**config.mk**
```make
export PLATFORM = sky130hd
export DESIGN_NAME = uart_rx_fifo
export DESIGN_NICKNAME = d
export VERILOG_FILES = /design/src/rtl/uart_rx_fifo.sv
export SDC_FILE = /design/constraint.sdc
export NUM_CORES = 1
export LEC_CHECK = 0
export CAP_MARGIN = 30
export CELL_PAD_IN_SITES_DETAIL_PLACEMENT = 1
export CELL_PAD_IN_SITES_GLOBAL_PLACEMENT = 2
export CORE_MARGIN = 1.5
export CORE_UTILIZATION = 40
export CTS_CLUSTER_DIAMETER = 40
export DETAILED_ROUTE_END_ITERATION = 12
export GPL_TIMING_DRIVEN = 1
export PLACE_DENSITY_LB_ADDON = 0.1
export RECOVER_POWER = 100
export SETUP_SLACK_MARGIN = 0.3
export SLEW_MARGIN = 10
export SYNTH_ARGS = -nofsm -noshare
export SYNTH_HDL_FRONTEND = slang
export SYNTH_SLANG_ARGS = --single-unit
```
**constraint.sdc**
```tcl
create_clock -name clk -period 9.85 [get_ports clk]
set_input_delay 0.985 -clock clk [delete_from_list [all_inputs] [get_ports clk]]
set_output_delay 0.985 -clock clk [all_outputs]
set_load 0.05 [all_outputs]
```
**src/rtl/uart_rx_fifo.sv**
```systemverilog
// UART receiver (8N1, LSB first) feeding a first-word-fall-through byte FIFO.
// Sticky overrun/frame_err flags; reception never waits on the reader.
//
// state   | meaning
// IDLE    | line idle, watching for a synchronized 1->0 edge
// START   | waiting half a bit to confirm the start bit
// DATA    | sampling 8 data bits, one per bit period
// STOP    | sampling the stop bit; push on high, frame error on low
// BREAK   | stop bit was low; wait for the line to return high
module uart_rx_fifo #(
    parameter int CLK_HZ          = 100800000,
    parameter int SCLK_HZ         = 115200,
    parameter int FIFO_DEPTH_BITS = 4
) (
    input  logic                     clk,
    input  logic                     reset,
    input  logic                     uart_rxd,
    input  logic                     rd_req,
    output logic [7:0]               rd_data,
    output logic                     rd_valid,
    output logic [FIFO_DEPTH_BITS:0] count,
    output logic                     overrun,
    output logic                     frame_err,
    input  logic                     clear_err
);

    localparam int DIV   = CLK_HZ / SCLK_HZ;
    localparam int HALF  = DIV / 2;
    localparam int TW    = $clog2(DIV + 1);
    localparam int DEPTH = 1 << FIFO_DEPTH_BITS;

    localparam logic [2:0] S_IDLE  = 3'd0;
    localparam logic [2:0] S_START = 3'd1;
    localparam logic [2:0] S_DATA  = 3'd2;
    localparam logic [2:0] S_STOP  = 3'd3;
    localparam logic [2:0] S_BREAK = 3'd4;

    logic rxd_meta, rxd_sync, rxd_prev;

    always_ff @(posedge clk) begin
        if (reset) begin
            rxd_meta <= 1'b1;
            rxd_sync <= 1'b1;
            rxd_prev <= 1'b1;
        end else begin
            rxd_meta <= uart_rxd;
            rxd_sync <= rxd_meta;
            rxd_prev <= rxd_sync;
        end
    end

    logic [2:0]    state;
    logic [TW-1:0] timer;
    logic [2:0]    bit_idx;
    logic [7:0]    shift;
    logic          tick, fall, push, stop_bad;

    assign tick     = (timer == '0);
    assign fall     = rxd_prev & ~rxd_sync;
    assign push     = (state == S_STOP) && tick && rxd_sync;
    assign stop_bad = (state == S_STOP) && tick && !rxd_sync;

    // Down-counting bit timer; every sample point is its terminal count.
    always_ff @(posedge clk) begin
        if (reset) begin
            state   <= S_IDLE;
            timer   <= '0;
            bit_idx <= '0;
            shift   <= '0;
        end else begin
            if (!tick) timer <= timer - 1'b1;
            case (state)
                S_IDLE: begin
                    if (fall) begin
                        state <= S_START;
                        timer <= TW'(HALF - 1);
                    end
                end
                S_START: begin
                    if (tick) begin
                        if (!rxd_sync) begin
                            state   <= S_DATA;
                            timer   <= TW'(DIV - 1);
                            bit_idx <= '0;
                        end else begin
                            state <= S_IDLE;
                        end
                    end
                end
                S_DATA: begin
                    if (tick) begin
                        shift <= {rxd_sync, shift[7:1]};
                        timer <= TW'(DIV - 1);
                        if (bit_idx == 3'd7) state <= S_STOP;
                        else bit_idx <= bit_idx + 1'b1;
                    end
                end
                S_STOP: begin
                    if (tick) state <= rxd_sync ? S_IDLE : S_BREAK;
                end
                S_BREAK: begin
                    if (rxd_sync) state <= S_IDLE;
                end
                default: state <= S_IDLE;
            endcase
        end
    end

    logic [7:0]                 mem [DEPTH];
    logic [FIFO_DEPTH_BITS-1:0] wr_ptr, rd_ptr;
    logic                       full, pop, wr_en;

    // count never exceeds DEPTH, so its MSB alone marks full.
    assign full     = count[FIFO_DEPTH_BITS];
    assign rd_valid = (count != '0);
    assign pop      = rd_req && rd_valid && !reset;
    assign wr_en    = push && (!full || pop) && !reset;
    assign rd_data  = rd_valid ? mem[rd_ptr] : 8'h00;

    always_ff @(posedge clk) begin
        if (wr_en) mem[wr_ptr] <= shift;
    end

    always_ff @(posedge clk) begin
        if (reset) begin
            wr_ptr <= '0;
            rd_ptr <= '0;
            count  <= '0;
        end else begin
            if (wr_en) wr_ptr <= wr_ptr + 1'b1;
            if (pop)   rd_ptr <= rd_ptr + 1'b1;
            if (wr_en && !pop)      count <= count + 1'b1;
            else if (pop && !wr_en) count <= count - 1'b1;
        end
    end

    always_ff @(posedge clk) begin
        if (reset) begin
            overrun   <= 1'b0;
            frame_err <= 1'b0;
        end else begin
            if (push && full && !pop) overrun <= 1'b1;
            else if (clear_err)       overrun <= 1'b0;
            if (stop_bad)             frame_err <= 1'b1;
            else if (clear_err)       frame_err <= 1'b0;
        end
    end

endmodule

```
* Word-level counts from Yosys, hierarchy flattened
Memory sizes are Yosys's and may differ from the RTL's. A register that Yosys moved wholly into a read port is not among the register bits.
Cells that the tools add are included.
** Word-level totals
- Word-level logic and storage cells :: 91
- Output and inout port bits :: 16
- Bits in registers :: 42
- Bits of input ports :: 5
- Bits in writable memories :: 128
- Memories :: 1
** Cells by class
- Bitwise gates (word level) :: 2
- Mux-type cells :: 30
- Reductions and logical operators :: 27
- $add $sub $neg :: 6
- Equal/unequal tests :: 13
** Memories
- mem :: words 16, width 8, read ports 1, clocked after memory_dff 1, write ports 1, RTL line 109 : logic [7:0] mem [DEPTH];
** Operators by type and width (number)
- 10-bit 2-to-1 mux :: 5
- 3-bit 2-to-1 mux :: 11
- 10-bit one-hot mux with 3 select lines :: 1
- 2-bit inequality test, second input constant :: 8
- 3-bit one-hot mux with 5 select lines :: 1
- 1-bit logical AND :: 11
- 10-bit zero test :: 1
- 5-bit 2-to-1 mux :: 2
- 10-bit by 1-bit subtractor with 10-bit output, second input constant :: 1
- 4-bit by 1-bit adder with 4-bit output, second input constant :: 2
- 4-bit 2-to-1 mux :: 2
- 8-bit 2-to-1 mux :: 1
- 2-bit nonzero test :: 4
- 3-bit by 2-bit == test with 1-bit output, second input constant :: 2
- 3-bit == test, second input constant :: 2
- 3-bit one-hot mux with 2 select lines :: 1
- 6-bit AND reduction :: 1
- 5-bit by 1-bit adder with 5-bit output, second input constant :: 1
- 1-bit zero test :: 5
- 1-bit 2-to-1 mux :: 5
- 5-bit AND reduction :: 1
- 5-bit nonzero test :: 1
- 5-bit by 1-bit subtractor with 5-bit output, second input constant :: 1
- 3-bit by 1-bit adder with 3-bit output, second input constant :: 1
- 7 further kinds :: 7

* Longest topological paths before layout
Gate-level depths: netlist of the first run.
- Depth after elaboration :: 10
- Gate-level depth with buffers :: 14
- Depth with buffers taken out :: 13

* Worst setup path after synthesis of the first run
Ideal clock, no wire load.
- Path type :: flip-flop to output port
- Start :: reg count[0]
- End :: out rd_data[0]
- Required time :: 8.865 ns
- Data arrival time :: 2.684 ns
- Path slack :: 6.181 ns
- Buffers on the path :: 1
- Cell stages (with the launch flop) :: 6
- Cell sequence :: dfxtp_1 > or4_1 > or2_2 > clkbuf_1 > nand2_1 > o22ai_1
** On the way
- Longest elaborated chain between the ends :: 2
** Ends and longest elaborated chain
- start, declared :: RTL line 21 : output logic [FIFO_DEPTH_BITS:0] count,
- start signal, assigned :: RTL line 132 : if (wr_en && !pop) count <= count + 1'b1;
- start signal, assigned :: RTL line 133 : else if (pop && !wr_en) count <= count - 1'b1;
- 5-bit nonzero test :: RTL line 115 : assign rd_valid = (count != '0);
- net rd_valid :: RTL line 20 : output logic rd_valid,
- 8-bit 2-to-1 mux :: RTL line 118 : assign rd_data = rd_valid ? mem[rd_ptr] : 8'h00;
- end, declared :: RTL line 19 : output logic [7:0] rd_data,
The timed path passes the listed nets, and every way through them passes these cells.

==> results of run 1 <==
[critical path, delay by kind of cell, from the launching register on]
kind / cells / cell delay, ns
DFF: 1 / 0.31
muxes: 2 / 0.97
AOI/OAI and AO/OA: 1 / 0.15
buffers and inverters: 2 / 2.82
[per-stage QoR]
| stage | total power [W] | setup slack (ns) |
|---|---|---|
| finish | 0.00217 | 4.19 |
| global route | 0.00227 | 3.70 |
| CTS | 0.00220 | 5.74 |
| detailed placement | 0.00155 | 5.67 |
| global placement | 0.00153 | 5.70 |
| floorplan | 0.00137 | 6.18 |
[worst max path at each step]
stage                         start    endpoint  slack, ns  cells past startpoint
final                     flip-flop  rd_data[6]       4.19                      5
after CTS                 flip-flop  rd_data[6]       5.74                      5
after global placement        reset    count[4]       5.70                     12
after global routing      flip-flop  rd_data[6]       3.70                      5
after floorplan            count[0]  rd_data[0]       6.18                      5
after detailed placement      reset    count[4]       5.67                     12
[cells in the final DEF, fill, tap and decap left out, drive strengths merged, types with 3 or more instances in the layout]
cell type | netlist | layout
mux2i | 29 | 29
o211ai | 3 | 3
or4 | 7 | 7
clkinv | 0 | 5
dfxtp | 46 | 46
nand3 | 9 | 9
nand2b | 6 | 6
o31ai | 5 | 5
nor2b | 5 | 5
nor2 | 22 | 22
clkbuf | 20 | 23
o22ai | 11 | 11
inv | 13 | 15
dlygate4sd3 | 0 | 16
clkinvlp | 0 | 4
nor4 | 7 | 7
or3 | 3 | 3
xor2 | 4 | 4
ha | 13 | 13
or2 | 8 | 8
mux4 | 32 | 32
nor4b | 6 | 6
nand2 | 9 | 9
a31oi | 6 | 6
o21a | 5 | 5
a21oi | 16 | 16
clkdlybuf4s50 | 0 | 4
edfxtp | 128 | 128
nor3 | 6 | 6
and2 | 11 | 11
[cell type report]
class | count | share of cell area
sequential | 174 | 0.577
clock buffer | 17 | 0.0515
multi-input combinational | 253 | 0.283
timing repair buffer | 28 | 0.0312
inverter | 13 | 0.00591
clock inverter | 13 | 0.0171
tap | 229 | 0.0347
[cells by family (layout without fill, tap and decap cells)]
logic type                 Yosys count  count (layout)  synth area share
AOI/OAI and AO/OA                   62              62            0.0568
xor gates and xnor gates             6               6           0.00722
adders and majority gates           14              14            0.0251
buffers and inverters               41              71            0.0234
DFF                                174             174             0.655
muxes                               63              63             0.142
and+or+nand+nor                    108             108            0.0905
[cells in the mapped netlist (3+ instances only)]
| cell | count | area, um2 |
|---|---|---|
| or3_1 | 3 | 18.8 |
| a21oi_1 | 16 | 80.1 |
| ha_1 | 13 | 163 |
| o211ai_1 | 3 | 22.5 |
| nor3_1 | 5 | 25.0 |
| inv_1 | 12 | 45.0 |
| o22ai_1 | 11 | 68.8 |
| nor2b_1 | 5 | 31.3 |
| xor2_1 | 4 | 35.0 |
| dfxtp_1 | 46 | 921 |
| nand3_1 | 9 | 45.0 |
| and2_1 | 11 | 68.8 |
| nand2_1 | 9 | 33.8 |
| nor4b_1 | 5 | 43.8 |
| nand2b_1 | 6 | 37.5 |
| o31ai_1 | 5 | 37.5 |
| mux2i_1 | 29 | 290 |
| clkbuf_1 | 20 | 75.1 |
| or4_1 | 7 | 52.6 |
| a31oi_1 | 6 | 37.5 |
| buf_2 | 4 | 20.0 |
| nor2_1 | 22 | 82.6 |
| edfxtp_1 | 128 | 3840 |
| o21a_1 | 5 | 37.5 |
| or2_2 | 7 | 43.8 |
| mux4_2 | 32 | 721 |
| nor4_1 | 5 | 31.3 |
[sequential cells by signal, indices dropped and copies added, names as in the netlist, named ones only]
name / flops
timer: 10
state: 3
rxd_meta: 1
mem: 128
rxd_sync: 1
shift: 8
frame_err: 1
rxd_prev: 1
count: 5
bit_idx: 3
wr_ptr: 4
rd_ptr: 4
overrun: 1
[per-layer routing]
metal	track usage	part of all wire
met5	0	0
met4	0.0399	0.0071
met3	0.0362	0.025
met2	0.298	0.49
met1	0.247	0.48
[power breakdown]
| group | internal, W | total [W] | leakage, nW | switching, W |
|---|---|---|---|---|
| combinational | 0.000258 | 0.000666 | 0.825 | 0.000408 |
| sequential | 0.000806 | 0.000850 | 1.56 | 0.0000436 |
| clock | 0.000372 | 0.000651 | 0.263 | 0.000280 |
| total | 0.00144 | 0.00217 | 2.65 | 0.000731 |
==> impl_metrics.csv, run 1 <==
group,metric,value,unit
outcome,outcome,"complete, but fails checks",
outcome,violations,"capacitance limit, slew limit",
timing,hold_viol_final,0,
placement,gp_congestion,0.717,
detailed_routing,routed_wl,16000,um
logic_synthesis,synth_edf_count,128,
finish,drive_above_1_share,0.157,
run,maxCapViolCount,3,
global_route,grtUsageTotal,0.180,
logic_synthesis,ys.flop_type,"edfxtp_1",
detailed_routing,via_per_inst,5.49,
floorplanning,initial_core_util,0.406,
cts,numClockSinks,174,
logic_synthesis,synth_area,7270,um2
cts,cts_buffers,17,
placement,dp.cells,697,
power,ir_drop,237,uV
detailed_routing,drt-pass1-iter-count,4,
timing,slew_headroom,-0.933,
detailed_routing,drcViolationCount,0,
timing,min_period,5.66,ns
floorplanning,die_area,19000,um2
detailed_routing,vias,3993,
timing,worst_clock_skew,0.0101,ns
logic_synthesis,yosysSeqAreaShare,0.655,
critical_path,worstReg2RegEnd,"count[4]",
timing,setup_viol,0,
critical_path,crit_slowest_cell,"clkbuf_1",
logic_synthesis,synth_nets,487,
floorplanning,die_w,138,um
critical_path,max_stage_delay,2.03,ns
timing,fin_crit_sh,0.575,
logic_synthesis,ys_async_sr_fraction,0,
timing,fmax,177,MHz
global_route,overflow,0,
placement,port_buffers,20,
logic_synthesis,synth_cells,468,
detailed_routing,ant_nets,0,
global_route,grt_pass1_wl,24900,um
logic_synthesis,ys_types,57,
cts,cts_tree,"yes",
min_path,hold_end,"rxd_sync",
critical_path,setup.worst_path.start_class,"flip-flop",
cts,cts_resized,0,
critical_path,end_kind,"output pin",
finish,multiInputGateArea,2330,um2
critical_path,worstSetupPathType,"reg2out",
cts,path_clk_slew,0.06,ns
cts,cts_root_buffer,"clkbuf_16",
global_route,grt_max_degree,41,
critical_path,reg2reg_setup_slack,5.96,ns
critical_path,crit_required,8.87,ns
logic_synthesis,avgSynthCellArea,15.5,um2
timing,grt_setup_unrepaired,"no",
cts,clockBufferDepth,2,
floorplanning,rows,49,
min_path,holdPathStages,1,
logic_synthesis,yosys_warnings,0,
detailed_routing,post_drt_wl_per_cell,22.0,um
critical_path,r2r-start,"timer[0]",
cts,clock_latency,0.42,ns
logic_synthesis,synth_seq_cells,174,
detailed_routing,drt-initial-drc-count,193,
finish,n_antenna_cell,0,
cts,cts_setup_buffers,0,
finish,final_util,0.461,
critical_path,crit_chain,"clkbuf_1 -> mux4_2 -> mux2i_1 -> o22ai_1 -> dlygate4sd3_1",
floorplanning,core_area,17900,um2
finish,nets,506,
timing,worst_pin_slew,2.90,ns
critical_path,critPathMaxFanout,32,
placement,postPlaceCellArea,7730,um2
critical_path,reg2reg_depth,13,
min_path,worstHoldStart,"rxd_meta",
power,leakagePower,2.65,nW
timing,fin_setup_tns,0,ns
finish,seq_area,4770,um2
floorplanning,dieHeight,138,um
power,p_per_area,262,nW/um2
placement,hpwl,10300,um
global_route,antenna_found_initial,0,
global_route,grt_pass1_vias,4221,
timing,holdWs,0.417,ns
min_path,hold_class,"reg2reg",
cts,postCtsHoldBufs,0,
finish,design_area,8260,um2
finish,fillers,1769,
finish,area_growth,13.5,%
cts,h-tree-depth,4,
timing,drv_slew,75,
floorplanning,io_pins,21,
critical_path,worstPathArrival,4.68,ns
finish,instances_no_fill,727,
Note: power is estimated with default switching activity, not from simulation.
==> run 2, diff against run 1 <==
- clock period: 9.85 -> 5.1 ns (I/O delays scaled with it)
==> run 2 against run 1 <==
Against the previous run: the run still ends with capacitance limit, slew limit left; critical path depth unchanged; final area about the same; first-iteration DRC count is 47% higher; critical path type unchanged; critical endpoint is now rd_data[7]; largest power group unchanged; highest routed layer unchanged.
==> impl_metrics.csv, run 2 (synthesis gave the netlist of run 1 again) <==
group,metric,value,unit
detailed_routing,drt-initial-drc-count,284,
cts,cts_tree,"yes",
floorplanning,initial_core_util,0.406,
critical_path,r2r-start,"timer[0]",
outcome,outcome,"complete, but fails checks",
global_route,grt_pass1_wl,25400,um
cts,h-tree-depth,4,
detailed_routing,ant_nets,0,
timing,hold_viol_final,0,
critical_path,worstSetupPathType,"reg2out",
global_route,antenna_found_initial,0,
cts,path_clk_slew,0.07,ns
cts,clockBufferDepth,2,
finish,nets,506,
detailed_routing,drcViolationCount,0,
min_path,worstHoldStart,"rxd_meta",
critical_path,critPathMaxFanout,17,
finish,regMostFlops,"mem",
floorplanning,die_w,138,um
timing,fmax,237,MHz
detailed_routing,post_drt_wl_per_cell,22.3,um
critical_path,setup.worst_path.start_class,"flip-flop",
critical_path,worstPathArrival,3.71,ns
finish,final_util,0.461,
global_route,grt_pass1_vias,4362,
finish,drive_above_1_share,0.151,
run,maxCapViolCount,2,
cts,postCtsHoldBufs,0,
power,leakagePower,2.66,nW
finish,n_antenna_cell,0,
floorplanning,io_pins,21,
min_path,hold_class,"reg2reg",
finish,fillers,1767,
cts,cts_resized,0,
critical_path,end_kind,"output pin",
detailed_routing,routed_wl,16200,um
placement,hpwl,10500,um
cts,cts_root_buffer,"clkbuf_16",
power,ir_drop,464,uV
finish,largest_register_ff_count,128,
detailed_routing,drt-pass1-iter-count,4,
cts,clock_latency,0.43,ns
floorplanning,die_area,19000,um2
timing,worst_clock_skew,0.0121,ns
outcome,violations,"capacitance limit, slew limit",
finish,most-common-layout-cells,"128 x edfxtp_1, 45 x dfxtp_1, 32 x mux4_2",
power,p_per_area,516,nW/um2
placement,gp_congestion,0.743,
timing,setup_viol,0,
placement,place_worst_setup_slack,1.37,ns
timing,worst_pin_slew,1.97,ns
detailed_routing,via_per_inst,5.57,
cts,numClockSinks,174,
timing,min_period,4.22,ns
finish,reg_top3,"mem x128, timer x10, shift x8",
timing,fin_crit_sh,0.828,
global_route,grt_max_degree,39,
timing,drv_slew,48,
timing,grt_setup_unrepaired,"no",
critical_path,crit_required,4.59,ns
timing,slew_headroom,-0.327,
placement,port_buffers,20,
timing,setup_ws,0.876,ns
finish,layout_commonest_cell,"edfxtp_1",
global_route,grtUsageTotal,0.186,
detailed_routing,vias,4052,
floorplanning,dieHeight,138,um
global_route,overflow,0,
timing,fin_setup_tns,0,ns
cts,cts_buffers,17,
finish,area_growth,13.5,%
cts,cts_setup_buffers,0,
floorplanning,core_area,17900,um2
floorplanning,rows,49,
[run 2: cell count changes in the layout (fill, tap and decap cells not counted), sizes merged]
cell           previous run  this run
clkinvlp                  4         2
clkdlybuf4s50             4         7
clkinv                    5         3
clkbuf                   23        24
inv                      15        16
bufinv                    2         4
dlygate4sd3              16        13
[run 2: path summary, 6_finish.rpt]
path	to	cells after the start	slack (ns)
max reg2reg	count[4]	13	1.07
min	rxd_sync	1	0.42
max	rd_data[7]	5	0.88
min reg2reg	rxd_sync	1	0.42
[run 2: through the flow]
stage          cells  power, W  hold WS, ns  cell area, um2
2_1_floorplan    468   0.00265        0.389            7270
3_3_place_gp     697   0.00296        0.407            7700
3_5_place_dp     697   0.00298        0.408            7700
4_1_cts          727   0.00436        0.428            8320
5_1_grt          727   0.00447        0.441            8260
6_report         727   0.00426        0.423            8260
[run 2: power breakdown]
part,leakage (nW),switching (W),internal [W]
clock,0.295,0.000549,0.000822
combinational,0.805,0.000722,0.000490
sequential,1.56,0.000120,0.00156
total,2.66,0.00139,0.00287
[run 2: final cells by class]
class	count	area, um2	area share
clock inverter	12	186	0.0226
tap	229	287	0.0347
sequential	174	4770	0.577
clock buffer	18	429	0.0520
timing repair buffer	28	238	0.0288
inverter	13	48.8	0.00591
multi-input combinational	253	2300	0.279
[run 2: critical path, stage by stage (launching register included)]
cell             delay (ns)
dfxtp_1                1.09
buf_4                  0.49
mux4_2                 0.56
mux2i_1                0.23
o22ai_1                0.16
clkdlybuf4s50_1        0.74
[run 2: routing by layer]
layer | wire length, um | global-route usage | share of wire
met2 | 8330 | 0.315 | 0.51
met1 | 7280 | 0.241 | 0.45
met3 | 448 | 0.0384 | 0.028
met5 | 0 | 0 | 0
met4 | 171 | 0.0584 | 0.011
==> run 3, diff against run 2 <==
- clock period: 5.1 -> 4.2 ns (I/O delays scaled with it)
==> run 3 against run 2 <==
Against the previous run: the run still ends with capacitance limit, slew limit left; first-iteration DRC count fell by 17%; wire length decreased by 1.9%; power rose by 20%; non-clock buffer count grew 3; utilization is 0.10 points higher; critical path depth increased by 9; clock power grew 16%; critical endpoint is now count[4]; largest power group unchanged.
==> impl_metrics.csv, run 3 (synthesis gave the netlist of run 1 again) <==
group,metric,value,unit
timing,min_period,3.67,ns
cts,cts_setup_buffers,0,
placement,gp_congestion,0.733,
placement,hpwl,10400,um
finish,design_area,8270,um2
cts,cts_tree,"yes",
detailed_routing,via_per_inst,5.49,
global_route,grtUsageMet3,0.0409,
floorplanning,dieHeight,138,um
critical_path,worstSetupPathType,"reg2reg",
floorplanning,initial_core_util,0.406,
finish,layout_commonest_cell,"edfxtp_1",
critical_path,max_stage_delay,0.43,ns
critical_path,worstPathArrival,3.99,ns
global_route,grt_pass1_wl,24900,um
detailed_routing,post_drt_wl_per_cell,21.7,um
min_path,hold_class,"reg2reg",
detailed_routing,routed_wl,15900,um
cts,cts_root_buffer,"clkbuf_16",
timing,grt_setup_unrepaired,"no",
timing,fin_crit_sh,0.875,
placement,port_buffers,20,
detailed_routing,drt-initial-drc-count,235,
finish,area_growth,13.7,%
detailed_routing,drt-pass1-iter-count,4,
timing,setup_viol,0,
cts,clock_latency,0.43,ns
outcome,outcome,"complete, but fails checks",
critical_path,crit_slowest_cell,"fa_1",
global_route,grt_use_met2,0.296,
global_route,grt-busiest-layer,"met2",
cts,path_clk_slew,0.07,ns
finish,fillers,1761,
detailed_routing,drcViolationCount,0,
finish,reg_top3,"mem x128, timer x10, shift x8",
placement,place_worst_setup_slack,0.608,ns
timing,drv_slew,48,
outcome,violations,"capacitance limit, slew limit",
critical_path,cpMostUsedCell,"inv_1",
finish,largest_register_ff_count,128,
critical_path,setup.worst_path.start_class,"flip-flop",
timing,hold_viol_final,0,
floorplanning,rows,49,
finish,drive_above_1_share,0.157,
min_path,holdPathStages,1,
floorplanning,core_area,17900,um2
global_route,grt_use_met1,0.250,
critical_path,worst-path-buf-inv,4,
critical_path,reg2reg_setup_slack,0.53,ns
cts,numClockSinks,174,
critical_path,cp_num_cells,14,
finish,nets,509,
timing,worst_clock_skew,0.00971,ns
power,p_per_area,619,nW/um2
power,ir_drop,518,uV
critical_path,crit_chain,"inv_1 -> ha_1 -> nor4b_2 -> nand4_1 -> clkbuf_1 -> or2_2 -> inv_1 -> ha_1 -> inv_1 -> fa_1 -> a21o_1 -> a21oi_1 -> mux2i_1 -> mux2_2",
detailed_routing,vias,4022,
cts,cts_resized,0,
timing,worst_pin_slew,1.96,ns
cts,clockBufferDepth,2,
critical_path,critPathMaxFanout,12,
detailed_routing,ant_nets,0,
finish,regMostFlops,"mem",
timing,slew_headroom,-0.320,
finish,most-common-layout-cells,"128 x edfxtp_1, 45 x dfxtp_1, 32 x mux4_2",
global_route,grt_pass1_vias,4220,
critical_path,critPathTopFamily,"simple AND/OR/NAND/NOR gates",
floorplanning,io_pins,21,
timing,setup_ws,0.526,ns
run,maxCapViolCount,2,
global_route,overflow,0,
critical_path,crit_required,4.52,ns
cts,h-tree-depth,4,
cts,cts_buffers,17,
cts,postCtsHoldBufs,0,
floorplanning,die_w,138,um
global_route,grtUsageTotal,0.183,
finish,n_antenna_cell,0,
global_route,grt_max_degree,39,
critical_path,reg2reg_depth,14,
timing,fin_setup_tns,0,ns
timing,fmax,272,MHz
power,leakagePower,2.68,nW
global_route,antenna_found_initial,0,
floorplanning,die_area,19000,um2
critical_path,end_kind,"flip-flop",
finish,final_util,0.462,
placement,postPlaceCellArea,7740,um2
run 3: cell count changes in the layout (fill, tap and decap cells not counted), moves of 2 or more:
| cell | delta |
|---|---|
| dlygate4sd3_1 | +4 |
| clkinv_1 | +2 |
| clkinv_4 | +3 |
| clkdlybuf4s50_1 | -4 |
run 3: worst register-to-register path, cell delays in order, from the launching register on:
cell      delay, ns
dfxtp_1        0.31
inv_1          0.09
ha_1           0.23
nor4b_2        0.40
nand4_1        0.14
clkbuf_1       0.25
or2_2          0.41
inv_1          0.09
ha_1           0.17
inv_1          0.11
fa_1           0.43
a21o_1         0.18
a21oi_1        0.20
mux2i_1        0.22
mux2_2         0.34
run 3: area by class of cell:
cell class / instances / area [um2] / area share
multi-input combinational: 253 / 2310 / 0.279
clock buffer: 18 / 429 / 0.0519
sequential: 174 / 4770 / 0.576
tap: 229 / 287 / 0.0346
clock inverter: 14 / 168 / 0.0203
inverter: 13 / 48.8 / 0.00590
timing repair buffer: 31 / 269 / 0.0325
run 3: path summary, 6_finish.rpt:
check,end,from
worst min-delay path,rxd_sync,rxd_meta
worst max-delay path,count[4],timer[0]
worst max register to register,count[4],timer[0]
worst min register to register,rxd_sync,rxd_meta
run 3: per-layer routing:
metal	up-vias	wire [um]
li1	1876	-
met1	2083	7690
met2	45	7710
met3	18	344
met4	0	178
met5	-	0
run 3: stage by stage:
stage               total power (W)  hold slack [ns]  instances
finish                      0.00512            0.436        732
CTS                         0.00525            0.435        732
global placement            0.00362            0.423        700
global route                0.00537            0.439        732
detailed placement          0.00365            0.423        700
floorplan                   0.00321            0.389        468
run 3: report_power, final:
part | total (W) | internal (W) | switching, W
sequential | 0.00199 | 0.00189 | 0.000103
combinational | 0.00154 | 0.000605 | 0.000931
clock | 0.00159 | 0.000935 | 0.000659
